## src/rtl/repetition_encoder_tx.sv

```systemverilog
// repetition_encoder_tx
//   Serial transmitter that frames a DATA_WIDTH-bit payload as
//   START(0), DATA bits LSB first, [PARITY], STOP(1). Each symbol is held on
//   the line for REPEAT consecutive cycles so that a REPEAT-input majority
//   voter at the receiver can correct isolated sample errors.
//
// Parameters
//   DATA_WIDTH  payload bits per frame (1..32)
//   REPEAT      copies per symbol (odd, >= 3)
//
// Ports
//   clk         single clock, rising edge
//   rst         asynchronous, active-high reset
//   data_in     payload word, latched on acceptance
//   data_valid  producer offers data_in
//   data_ready  high only in IDLE; word accepted when valid & ready
//   tx_out      serial line, idle high (registered)
//   tx_active   high for every cycle of a frame (registered)
//   frame_done  one-cycle pulse on the final STOP cycle (registered)
//
// Build option
//   REP_TX_PARITY_EN  when defined, an even-parity symbol is inserted between
//                     the last DATA bit and STOP.
module repetition_encoder_tx #(
  parameter int DATA_WIDTH = 8,
  parameter int REPEAT     = 5
) (
  input  logic                  clk,
  input  logic                  rst,
  input  logic [DATA_WIDTH-1:0] data_in,
  input  logic                  data_valid,
  output logic                  data_ready,
  output logic                  tx_out,
  output logic                  tx_active,
  output logic                  frame_done
);

  localparam int BW = (DATA_WIDTH > 1) ? $clog2(DATA_WIDTH) : 1;
  localparam int RW = $clog2(REPEAT);

  localparam logic [BW-1:0] BIT_LAST = BW'(DATA_WIDTH - 1);
  localparam logic [RW-1:0] REP_LAST = RW'(REPEAT - 1);
  localparam logic [RW-1:0] REP_PRE  = RW'(REPEAT - 2);

  typedef enum logic [2:0] {
    S_IDLE,
    S_START,
    S_DATA,
`ifdef REP_TX_PARITY_EN
    S_PARITY,
`endif
    S_STOP
  } state_t;

  state_t                state_q;
  logic [RW-1:0]         rep_q;
  logic [BW-1:0]         bit_q;
  logic [DATA_WIDTH-1:0] data_q;
  logic                  tx_q;
  logic                  active_q;
  logic                  done_q;
  logic                  ready_q;
`ifdef REP_TX_PARITY_EN
  logic                  par_q;
`endif

  // The latched word is shifted right as bits go out, so the symbol on the
  // line is always data_q[0] and the next one is data_shift_d[0].
  logic [DATA_WIDTH-1:0] data_shift_d;
  logic                  sym_end_d;

  assign data_shift_d = data_q >> 1;
  assign sym_end_d    = (rep_q == REP_LAST);

  always_ff @(posedge clk or posedge rst) begin
    if (rst) begin
      state_q  <= S_IDLE;
      rep_q    <= '0;
      bit_q    <= '0;
      data_q   <= '0;
      tx_q     <= 1'b1;
      active_q <= 1'b0;
      done_q   <= 1'b0;
      ready_q  <= 1'b0;
`ifdef REP_TX_PARITY_EN
      par_q    <= 1'b0;
`endif
    end else begin
      done_q <= 1'b0;
      case (state_q)
        S_IDLE: begin
          // ready comes up one edge after reset release, so a word offered
          // in that first cycle is not yet accepted.
          ready_q  <= 1'b1;
          tx_q     <= 1'b1;
          active_q <= 1'b0;
          if (ready_q && data_valid) begin
            data_q   <= data_in;
`ifdef REP_TX_PARITY_EN
            par_q    <= ^data_in;
`endif
            state_q  <= S_START;
            rep_q    <= '0;
            tx_q     <= 1'b0;
            active_q <= 1'b1;
            ready_q  <= 1'b0;
          end
        end

        S_START: begin
          if (sym_end_d) begin
            rep_q   <= '0;
            bit_q   <= '0;
            state_q <= S_DATA;
            tx_q    <= data_q[0];
          end else begin
            rep_q <= rep_q + 1'b1;
          end
        end

        S_DATA: begin
          if (sym_end_d) begin
            rep_q <= '0;
            if (bit_q == BIT_LAST) begin
              bit_q   <= '0;
`ifdef REP_TX_PARITY_EN
              state_q <= S_PARITY;
              tx_q    <= par_q;
`else
              state_q <= S_STOP;
              tx_q    <= 1'b1;
`endif
            end else begin
              bit_q  <= bit_q + 1'b1;
              data_q <= data_shift_d;
              tx_q   <= data_shift_d[0];
            end
          end else begin
            rep_q <= rep_q + 1'b1;
          end
        end

`ifdef REP_TX_PARITY_EN
        S_PARITY: begin
          if (sym_end_d) begin
            rep_q   <= '0;
            state_q <= S_STOP;
            tx_q    <= 1'b1;
          end else begin
            rep_q <= rep_q + 1'b1;
          end
        end
`endif

        S_STOP: begin
          if (sym_end_d) begin
            rep_q    <= '0;
            state_q  <= S_IDLE;
            tx_q     <= 1'b1;
            active_q <= 1'b0;
            ready_q  <= 1'b1;
          end else begin
            rep_q <= rep_q + 1'b1;
            // Registered pulse lands on the last STOP repetition.
            if (rep_q == REP_PRE) done_q <= 1'b1;
          end
        end

        default: begin
          state_q  <= S_IDLE;
          rep_q    <= '0;
          bit_q    <= '0;
          tx_q     <= 1'b1;
          active_q <= 1'b0;
          ready_q  <= 1'b0;
        end
      endcase
    end
  end

  assign data_ready = ready_q;
  assign tx_out     = tx_q;
  assign tx_active  = active_q;
  assign frame_done = done_q;

endmodule

```

## config.mk

```make
export PLATFORM = sky130hd
export DESIGN_NAME = repetition_encoder_tx
export DESIGN_NICKNAME = d
export VERILOG_FILES = /design/src/rtl/repetition_encoder_tx.sv
export SDC_FILE = /design/constraint.sdc
export NUM_CORES = 1
export LEC_CHECK = 0
export CORE_MARGIN = 2
export CORE_UTILIZATION = 30
export DETAILED_ROUTE_END_ITERATION = 12
export PLACE_DENSITY_LB_ADDON = 0.1
export RECOVER_POWER = 100
export SYNTH_ARGS = -nofsm -noshare
export SYNTH_HDL_FRONTEND = slang
export SYNTH_SLANG_ARGS = --single-unit
```

## constraint.sdc

```tcl
create_clock -name clk -period 2.7 [get_ports clk]
set_input_delay 0.54 -clock clk [delete_from_list [all_inputs] [get_ports clk]]
set_output_delay 0.54 -clock clk [all_outputs]
set_load 0.01 [all_outputs]
```

==> impl_metrics.json, run 1 <==
{
  "status": "finished, final reports clean",
  "skew_ps": 1.55,
  "crit_fanout": 10,
  "setup_ws_ps": 580,
  "reg2reg_slack_ps": 580,
  "crit_required_ps": 2850,
  "synthFlopType": "dfrtp_1",
  "grt_pass1_wl_um": 4330,
  "clk_path_buf_depth": 2,
  "cts.sinks": 20,
  "cts_setup_buffers": 0,
  "syn_area_per_cell_um2": 10.4,
  "drv_slew": 0,
  "wl_um": 2550,
  "start_kind": "register",
  "dp_cells": 177,
  "grt_pass1_vias": 886,
  "antenna_found_initial": 0,
  "initial_core_util": 0.308,
  "relSlewSlack": 0.459,
  "die_h_um": 67.8,
  "hold_depth": 2,
  "drive_above_1_share": 0.0611,
  "nets": 154,
  "leakagePower_nw": 0.703,
  "drt-wirelength-per-cell_um": 14.1,
  "pin_count": 15,
  "regToRegStartpoint": "state_q[0]",
  "rr_endpoint": "state_q[1]",
  "initialDrtViolationCount": 27,
  "drtAntennaViolNets": 0,
  "h-tree-depth": 1,
  "synth.area.top_cells": "dfrtp_1 (39%), ha_1 (11%), a22o_1 (5.0%)",
  "critPathCaptureType": "register",
  "routabilityCongestion": 0.742,
  "maxCapViolations": 0,
  "fin_cells": 181,
  "hold_class": "register to register",
  "async_reset_ff_frac": 1.00,
  "post-synth-top-count-cell": "dfrtp_1",
  "setup_viol": 0,
  "synth_nets": 139,
  "vias": 905,
  "fin_crit_sh": 0.785,
  "grt_usage": 0.128,
  "die-area_mm2": 0.00460,
  "via_per_inst": 5.00,
  "drtPass1Iterations": 4,
  "rsz0062_at_grt": "false",
  "grt_max_degree": 21,
  "tightestPinTransition_ps": 811,
  "tns_ps": 0,
  "hpwl_um": 1850,
  "fmax_ghz": 0.472,
  "post_cts_resized": 0,
  "vdd.ir_drop.worst_mv": 0.125,
  "portBuffers": 14,
  "hp-start": "tx_out",
  "numCtsBuffers": 3,
  "min_period_ps": 2120,
  "grt_overflow": 0,
  "hold_viol": 0,
  "hold_path_end": "tx_out",
  "fp.coreArea_mm2": 0.00397,
  "area_growth_pct": 16.2,
  "powerDensity_mw_per_mm2": 372,
  "synth.top_cell.area_share": 0.389,
  "num_rows": 23,
  "ys_ff_latch": 20,
  "cts_root_buf": "clkbuf_8",
  "worstSkewPairLatency_ps": 260,
  "yosysUniqueCellTypes": 38,
  "r2r_cells": 5,
  "worstSetupPathType": "register to register",
  "cp.arrival_ps": 2270,
  "synthCells": 117,
  "hold_buffers": 0,
  "cts_tree": "yes",
  "yosysWarnings": 0,
  "yosysSeqAreaShare": 0.410,
  "path_clk_slew_ps": 70,
  "syn_area_mm2": 0.00122,
  "n_antenna_cell": 0,
  "synthTopCellsByCount": "dfrtp_1 (19), inv_1 (14), ha_1 (11)",
  "synth_top_cell_by_area": "dfrtp_1",
  "drc_errors": 0,
  "pre_cts_ws_ps": 436,
  "die_w_um": 67.8,
  "synth_edf_count": 0
}
[report_power, final]
group | switching (mW) | internal [mW]
sequential | 0 | 0.299
combinational | 0.00976 | 0.0145
clock | 0.0992 | 0.105
[layout make-up]
| class | instances | area (um^2) |
|---|---|---|
| timing repair buffer | 16 | 151 |
| sequential | 20 | 502 |
| tap | 50 | 62.6 |
| inverter | 14 | 52.6 |
| multi-input combinational | 77 | 607 |
| fill | 432 | 2550 |
| clock buffer | 4 | 45.0 |
[flip-flops by register name, indices dropped and copies added, names as in the netlist]
name / count
data_q: 8
bit_q: 3
rep_q: 3
state_q: 2
data_ready: 1
frame_done: 1
tx_active: 1
tx_out: 1
[placed cells by master, fill, tap and decap left out, drive strengths merged, types with 5 or more instances in the layout]
cell,instances
a22o,7
nor2,5
clkdlybuf4s50,9
nand2,5
dfrtp,19
ha,11
dlygate4sd3,5
clkbuf,5
inv,14
[critical path: stages, from the launching register on]
cell and delay, ps:
dfrtp_1 400, inv_1 100, ha_1 330, or3_1 430
a221oi_1 420, mux2_4 330
[metrics by stage]
stage	hold slack [ps]	cell area, um^2	utilization	power [mW]
6_report	466	1420	0.358	0.528
3_5_place_dp	458	1400	0.353	0.330
5_1_grt	488	1420	0.358	0.555
2_1_floorplan	448	1220	-	0.313
4_1_cts	471	1450	0.365	0.539
3_3_place_gp	454	1400	0.353	0.330
[kinds of logic after synthesis]
logic type,count (synthesis),synth area share
AO/OA/AOI/OAI,36,0.244
flip-flops,20,0.410
AND/OR/NAND/NOR,27,0.131
buffers and inverters,20,0.0727
adder cells (fa/ha/maj),11,0.113
multiplexers,3,0.0297
[worst max-delay path by stage]
stage | start | slack (ps) | endpoint
floorplan | state_q[0] | 820 | state_q[1]
global placement | data_valid | 480 | data_q[0]
detailed placement | data_valid | 440 | data_q[3]
CTS | state_q[0] | 620 | data_q[3]
global route | state_q[0] | 370 | data_q[0]
finish | state_q[0] | 580 | state_q[1]
[routing by layer]
layer	GRT usage	wire length (um)
met4	0.0600	48
met1	0.183	1260
met2	0.186	1160
met3	0.0247	87
met5	0	0
Note: power is estimated with default switching activity, not from simulation.
==> inputs of run 2 (changes only) <==
==> constraint.sdc (replaced) <==
create_clock -name clk -period 1.95 [get_ports clk]
set_input_delay 0.39 -clock clk [delete_from_list [all_inputs] [get_ports clk]]
set_output_delay 0.39 -clock clk [all_outputs]
set_load 0.01 [all_outputs]
==> run 2 against run 1 <==
Net effect:
- worst hold slack gained 10 ps
- fmax grew 14%
- non-clock buffer count grew 14
- worst setup slack lost 490 ps
- wire length grew 9.5%
- die area is the same
- clock skew grew 2.7 ps
- sequential cell count is the same
- first-iteration DRC count grew 15%
==> impl_metrics.json, run 2 (synthesis results as in run 1) <==
{
  "hold_viol": 0,
  "vdd.ir_drop.worst_mv": 0.165,
  "hpwl_um": 1980,
  "crit_chain": "buf_4, ha_1, or3_4, a221oi_4, mux2_4",
  "largest_reg_flops": 8,
  "grt_overflow": 0,
  "fin_util": 0.391,
  "hold_class": "register to register",
  "status": "finished, final reports clean",
  "dr_wl_met3_um": 73,
  "die_w_um": 67.8,
  "die_h_um": 67.8,
  "via_per_inst": 4.85,
  "nFillCells": 393,
  "crit_required_ps": 2110,
  "slowest_stage": "dfrtp_1",
  "setup_ws_ps": 88.8,
  "powerDensity_mw_per_mm2": 506,
  "setup_viol": 0,
  "drv_slew": 0,
  "final_common_cell": "dfrtp_1",
  "cts_root_buf": "clkbuf_8",
  "portBuffers": 14,
  "die-area_mm2": 0.00460,
  "cp_slowest_stage_delay_ps": 420,
  "numCtsBuffers": 3,
  "cp.depth": 5,
  "routabilityCongestion": 0.733,
  "area_growth_pct": 26.9,
  "cts.sinks": 20,
  "worstSetupPathType": "register to register",
  "drt-wirelength-per-cell_um": 14.3,
  "clk_path_buf_depth": 2,
  "fmax_ghz": 0.537,
  "drc_errors": 0,
  "h-tree-depth": 1,
  "wl_um": 2800,
  "route.met2.wl_um": 1280,
  "hold_depth": 2,
  "tightestPinTransition_ps": 1140,
  "drive_above_1_share": 0.166,
  "pin_count": 15,
  "pre_cts_ws_ps": -43.4,
  "largest-register": "data_q",
  "cp.arrival_ps": 2020,
  "drtAntennaViolNets": 0,
  "rsz0062_at_grt": "false",
  "cp_num_buf_inv": 1,
  "relSlewSlack": 0.243,
  "wirelength_met1_um": 1390,
  "skew_ps": 4.25,
  "drtPass1Iterations": 4,
  "initial_core_util": 0.308,
  "maxCapViolations": 0,
  "hp-start": "tx_out",
  "antenna_found_initial": 0,
  "grt_pass1_vias": 944,
  "nets": 168,
  "grt_max_degree": 21,
  "grt_usage": 0.139,
  "grt_pass1_wl_um": 4650,
  "r2r_cells": 5,
  "worstSkewPairLatency_ps": 270,
  "startpoint": "state_q[0]",
  "leakagePower_nw": 0.768,
  "cts_tree": "yes",
  "crit_fanout": 4,
  "min_period_ps": 1860,
  "num_rows": 23,
  "dr.max_layer_used": "met4",
  "final_cell_mix": "dfrtp_1 (19), inv_1 (14), buf_4 (11), ha_1 (10), clkdlybuf4s50_1 (9)",
  "initialDrtViolationCount": 31,
  "path_clk_slew_ps": 80,
  "vias": 945,
  "n_antenna_cell": 0,
  "cp_top_family": "flip-flops",
  "fin_crit_sh": 0.954,
  "start_kind": "register",
  "regToRegStartpoint": "state_q[0]",
  "fp.coreArea_mm2": 0.00397,
  "critPathCaptureType": "register",
  "reg_top3": "data_q x8, bit_q x3, rep_q x3"
}
-- run 2: changes by cell type in the layout (fill, tap and decap cells not counted) --
cell	delta
buf_4	+10
clkbuf_1	+2
or3_1	-2
or3_4	+2
a221oi_1	-1
a221oi_4	+1
and2_0	+1
and2_1	-1
clkbuf_2	+1
clkbuf_8	+1
ha_1	-1
ha_2	+1
-- run 2: layout make-up --
| type | instances | area (um^2) | share of cell area |
|---|---|---|---|
| multi-input cells | 77 | 637 | 0.410 |
| well taps | 50 | 62.6 | 0.0403 |
| inverters | 14 | 52.6 | 0.0339 |
| clock buffers | 4 | 55.1 | 0.0355 |
| flip-flops and latches | 20 | 502 | 0.323 |
| repair buffers | 30 | 243 | 0.156 |
-- run 2: path summary, 6_finish.rpt --
path | endpoint | slack, ps
setup reg to reg | state_q[1] | 90
setup / recovery | state_q[1] | 90
hold / removal | tx_out | 480
min in group asynchronous | state_q[1] | 910
hold reg to reg | tx_out | 480
max in group asynchronous | data_q[3] | 360
-- run 2: worst register-to-register path, cell delays in order (launching register included) --
cell      delay [ps]
dfrtp_1          420
buf_4            140
ha_1             220
or3_4            350
a221oi_4         300
mux2_4           320
-- run 2: metal layers --
layer  global-route usage  vias up
li1                     -      483
met5                    0        -
met1                0.194      446
met2                0.208       11
met3               0.0247        5
met4               0.0675        0
-- run 2: report_power, final --
part	internal [mW]	total, mW	leakage, nW	switching (mW)
clock network	0.180	0.335	0.0288	0.154
logic	0.0217	0.0356	0.481	0.0139
registers	0.414	0.414	0.258	0
total	0.616	0.785	0.768	0.168
-- run 2: timing repair --
| action | 4_1_cts | 5_1_grt |
|---|---|---|
| endpoints found under the setup margin | 0 | 10 |
| hold buffers | 0 | 0 |
| setup buffers | 0 | 2 |
| gates resized for setup | 0 | 3 |
| hold endpoints to repair | 0 | 0 |
-- run 2: stage by stage --
| step | power [mW] | cells | area [um^2] | hold WS (ps) | setup TNS [ps] |
|---|---|---|---|---|---|
| final | 0.785 | 195 | 1550 | 476 | 0 |
| after global placement | 0.461 | 189 | 1490 | 458 | -45.9 |
| after global routing | 0.826 | 195 | 1550 | 516 | 0 |
| after CTS | 0.799 | 193 | 1550 | 460 | 0 |
| after floorplan | 0.434 | 117 | 1220 | 353 | 0 |
| after detailed placement | 0.461 | 189 | 1490 | 465 | -105 |
==> inputs of run 3 (changes only) <==
--- a/config.mk
+++ b/config.mk
@@ -8,7 +8,7 @@
 export CORE_MARGIN = 2
 export CORE_UTILIZATION = 30
 export DETAILED_ROUTE_END_ITERATION = 12
-export PLACE_DENSITY_LB_ADDON = 0.1
+export PLACE_DENSITY = 0.49
 export RECOVER_POWER = 100
 export SYNTH_ARGS = -nofsm -noshare
 export SYNTH_HDL_FRONTEND = slang
==> run 3 against run 2 <==
Net effect:
- via count up 0.95%
- core utilization grew 0.66 points
- clock power increased by 27%
- worst hold slack got worse by 1.7 ps
- global-route usage hardly changed
- largest cell class unchanged
- highest routed layer unchanged
- die area unchanged
- power up 11%
- critical path type unchanged
- sequential cell count did not move
==> impl_metrics.json, run 3 (synthesis results as in run 1) <==
{
  "vias": 954,
  "fmax_ghz": 0.533,
  "fin_cells": 195,
  "p_clk_frac": 0.485,
  "grt_usage": 0.139,
  "worstSetupPathType": "register to register",
  "wl_um": 2770,
  "cp_slowest_stage_delay_ps": 420,
  "setup_viol": 0,
  "h-tree-depth": 1,
  "powerDensity_mw_per_mm2": 554,
  "portBuffers": 14,
  "largest-register": "data_q",
  "pin_count": 15,
  "power_switching_share": 0.187,
  "combPwrFrac": 0.041,
  "grt_pass1_vias": 998,
  "hold_class": "register to register",
  "nets": 168,
  "r2r_cells": 5,
  "fp.coreArea_mm2": 0.00397,
  "place_area_mm2": 0.00149,
  "grt_pass1_wl_um": 4720,
  "die-area_mm2": 0.00460,
  "skew_ps": 4.51,
  "crit_fanout": 4,
  "min_period_ps": 1880,
  "numCtsBuffers": 3,
  "num_rows": 23,
  "initialDrtViolationCount": 46,
  "drtAntennaViolNets": 0,
  "clk_path_buf_depth": 2,
  "fin_crit_sh": 0.962,
  "rr_endpoint": "state_q[1]",
  "via_per_inst": 4.89,
  "crit_required_ps": 2100,
  "final_common_cell": "dfrtp_1",
  "slowest_stage": "dfrtp_1",
  "drtPass1Iterations": 4,
  "initial_core_util": 0.308,
  "cts.sinks": 20,
  "drc_errors": 0,
  "area_growth_pct": 29.1,
  "cts_tree": "yes",
  "fin_util": 0.397,
  "status": "finished, final reports clean",
  "startpoint": "state_q[0]",
  "hold_viol": 0,
  "endpoint": "state_q[1]",
  "die_w_um": 67.8,
  "worstSkewPairLatency_ps": 260,
  "leakagePower_nw": 0.782,
  "dp_cells": 189,
  "tightestPinTransition_ps": 649,
  "rsz0062_at_grt": "false",
  "nFillCells": 400,
  "seqPwrFrac": 0.474,
  "drv_slew": 0,
  "largest_reg_flops": 8,
  "antenna_found_initial": 0,
  "vdd.ir_drop.worst_mv": 0.186,
  "cp_num_buf_inv": 1,
  "start_kind": "register",
  "cp.arrival_ps": 2030,
  "final_area_mm2": 0.00158,
  "die_h_um": 67.8,
  "final_cell_mix": "dfrtp_1 (19), inv_1 (14), buf_4 (12), ha_1 (10), clkdlybuf4s50_1 (9)",
  "intPower_uw": 710,
  "routabilityCongestion": 0.756,
  "n_antenna_cell": 0,
  "hpwl_um": 2060,
  "reg_top3": "data_q x8, bit_q x3, rep_q x3",
  "regToRegStartpoint": "state_q[0]",
  "crit_chain": "buf_4, ha_1, or3_4, a221oi_2, mux2_4",
  "reg2reg_slack_ps": 70,
  "cp_top_family": "flip-flops",
  "critPathCaptureType": "register",
  "cp.depth": 5,
  "drt-wirelength-per-cell_um": 14.2,
  "grt_max_degree": 13,
  "relSlewSlack": 0.567,
  "drive_above_1_share": 0.200,
  "cts_root_buf": "clkbuf_8",
  "p_sw_uw": 163,
  "tns_ps": 0,
  "grt_overflow": 0,
  "maxCapViolations": 0,
  "path_clk_slew_ps": 80,
  "hp-start": "tx_out"
}
==> run 3: routing by layer <==
layer | up-vias | wire length (um) | GRT usage
met5 | - | 0 | 0
met2 | 15 | 1220 | 0.207
met3 | 2 | 85 | 0.0148
met1 | 457 | 1430 | 0.203
li1 | 480 | - | -
met4 | 0 | 33 | 0.0600
==> run 3: worst min-delay path by stage <==
stage,endpoint,cells past startpoint
floorplan,bit_q[0],1
global placement,tx_out,2
detailed placement,tx_out,2
CTS,bit_q[2],2
global route,tx_out,2
finish,tx_out,2
==> run 3: tightest hold or removal path, cell delays in order (launching register included) <==
cell     delay, ps
dfstp_2        370
inv_1           40
mux2i_1         60
==> run 3: stage by stage <==
step                power, mW  setup WS (ps)  hold WS (ps)
floorplan               0.434           67.3           353
global placement        0.460          -10.3           458
detailed placement      0.461          -69.6           460
CTS                     0.888           5.06           406
global route            0.910           2.52           493
finish                  0.873           73.5           474
==> run 3: layout make-up <==
cell class	count	area, um^2	share of cell area
clock inverter	1	30.0	0.0190
sequential	20	502	0.318
tap	50	62.6	0.0397
timing repair buffer	30	248	0.157
clock buffer	3	41.3	0.0262
inverter	14	52.6	0.0333
multi-input combinational	77	642	0.407
==> run 3: power by group through the flow <==
stage | Combinational [mW] | Clock, mW | Sequential (mW)
after floorplan | 0.0110 | 0 | 0.423
after global placement | 0.0375 | 0 | 0.423
after detailed placement | 0.0382 | 0 | 0.423
after CTS | 0.0382 | 0.436 | 0.414
after global routing | 0.0399 | 0.455 | 0.414
final | 0.0356 | 0.424 | 0.414
==> run 3: repair_timing <==
action                                  CTS  global route
hold endpoints to repair                  0             0
endpoints found under the setup margin    0            10
hold buffers                              0             0
buffers inserted                          0             2
resized for setup                         0             5
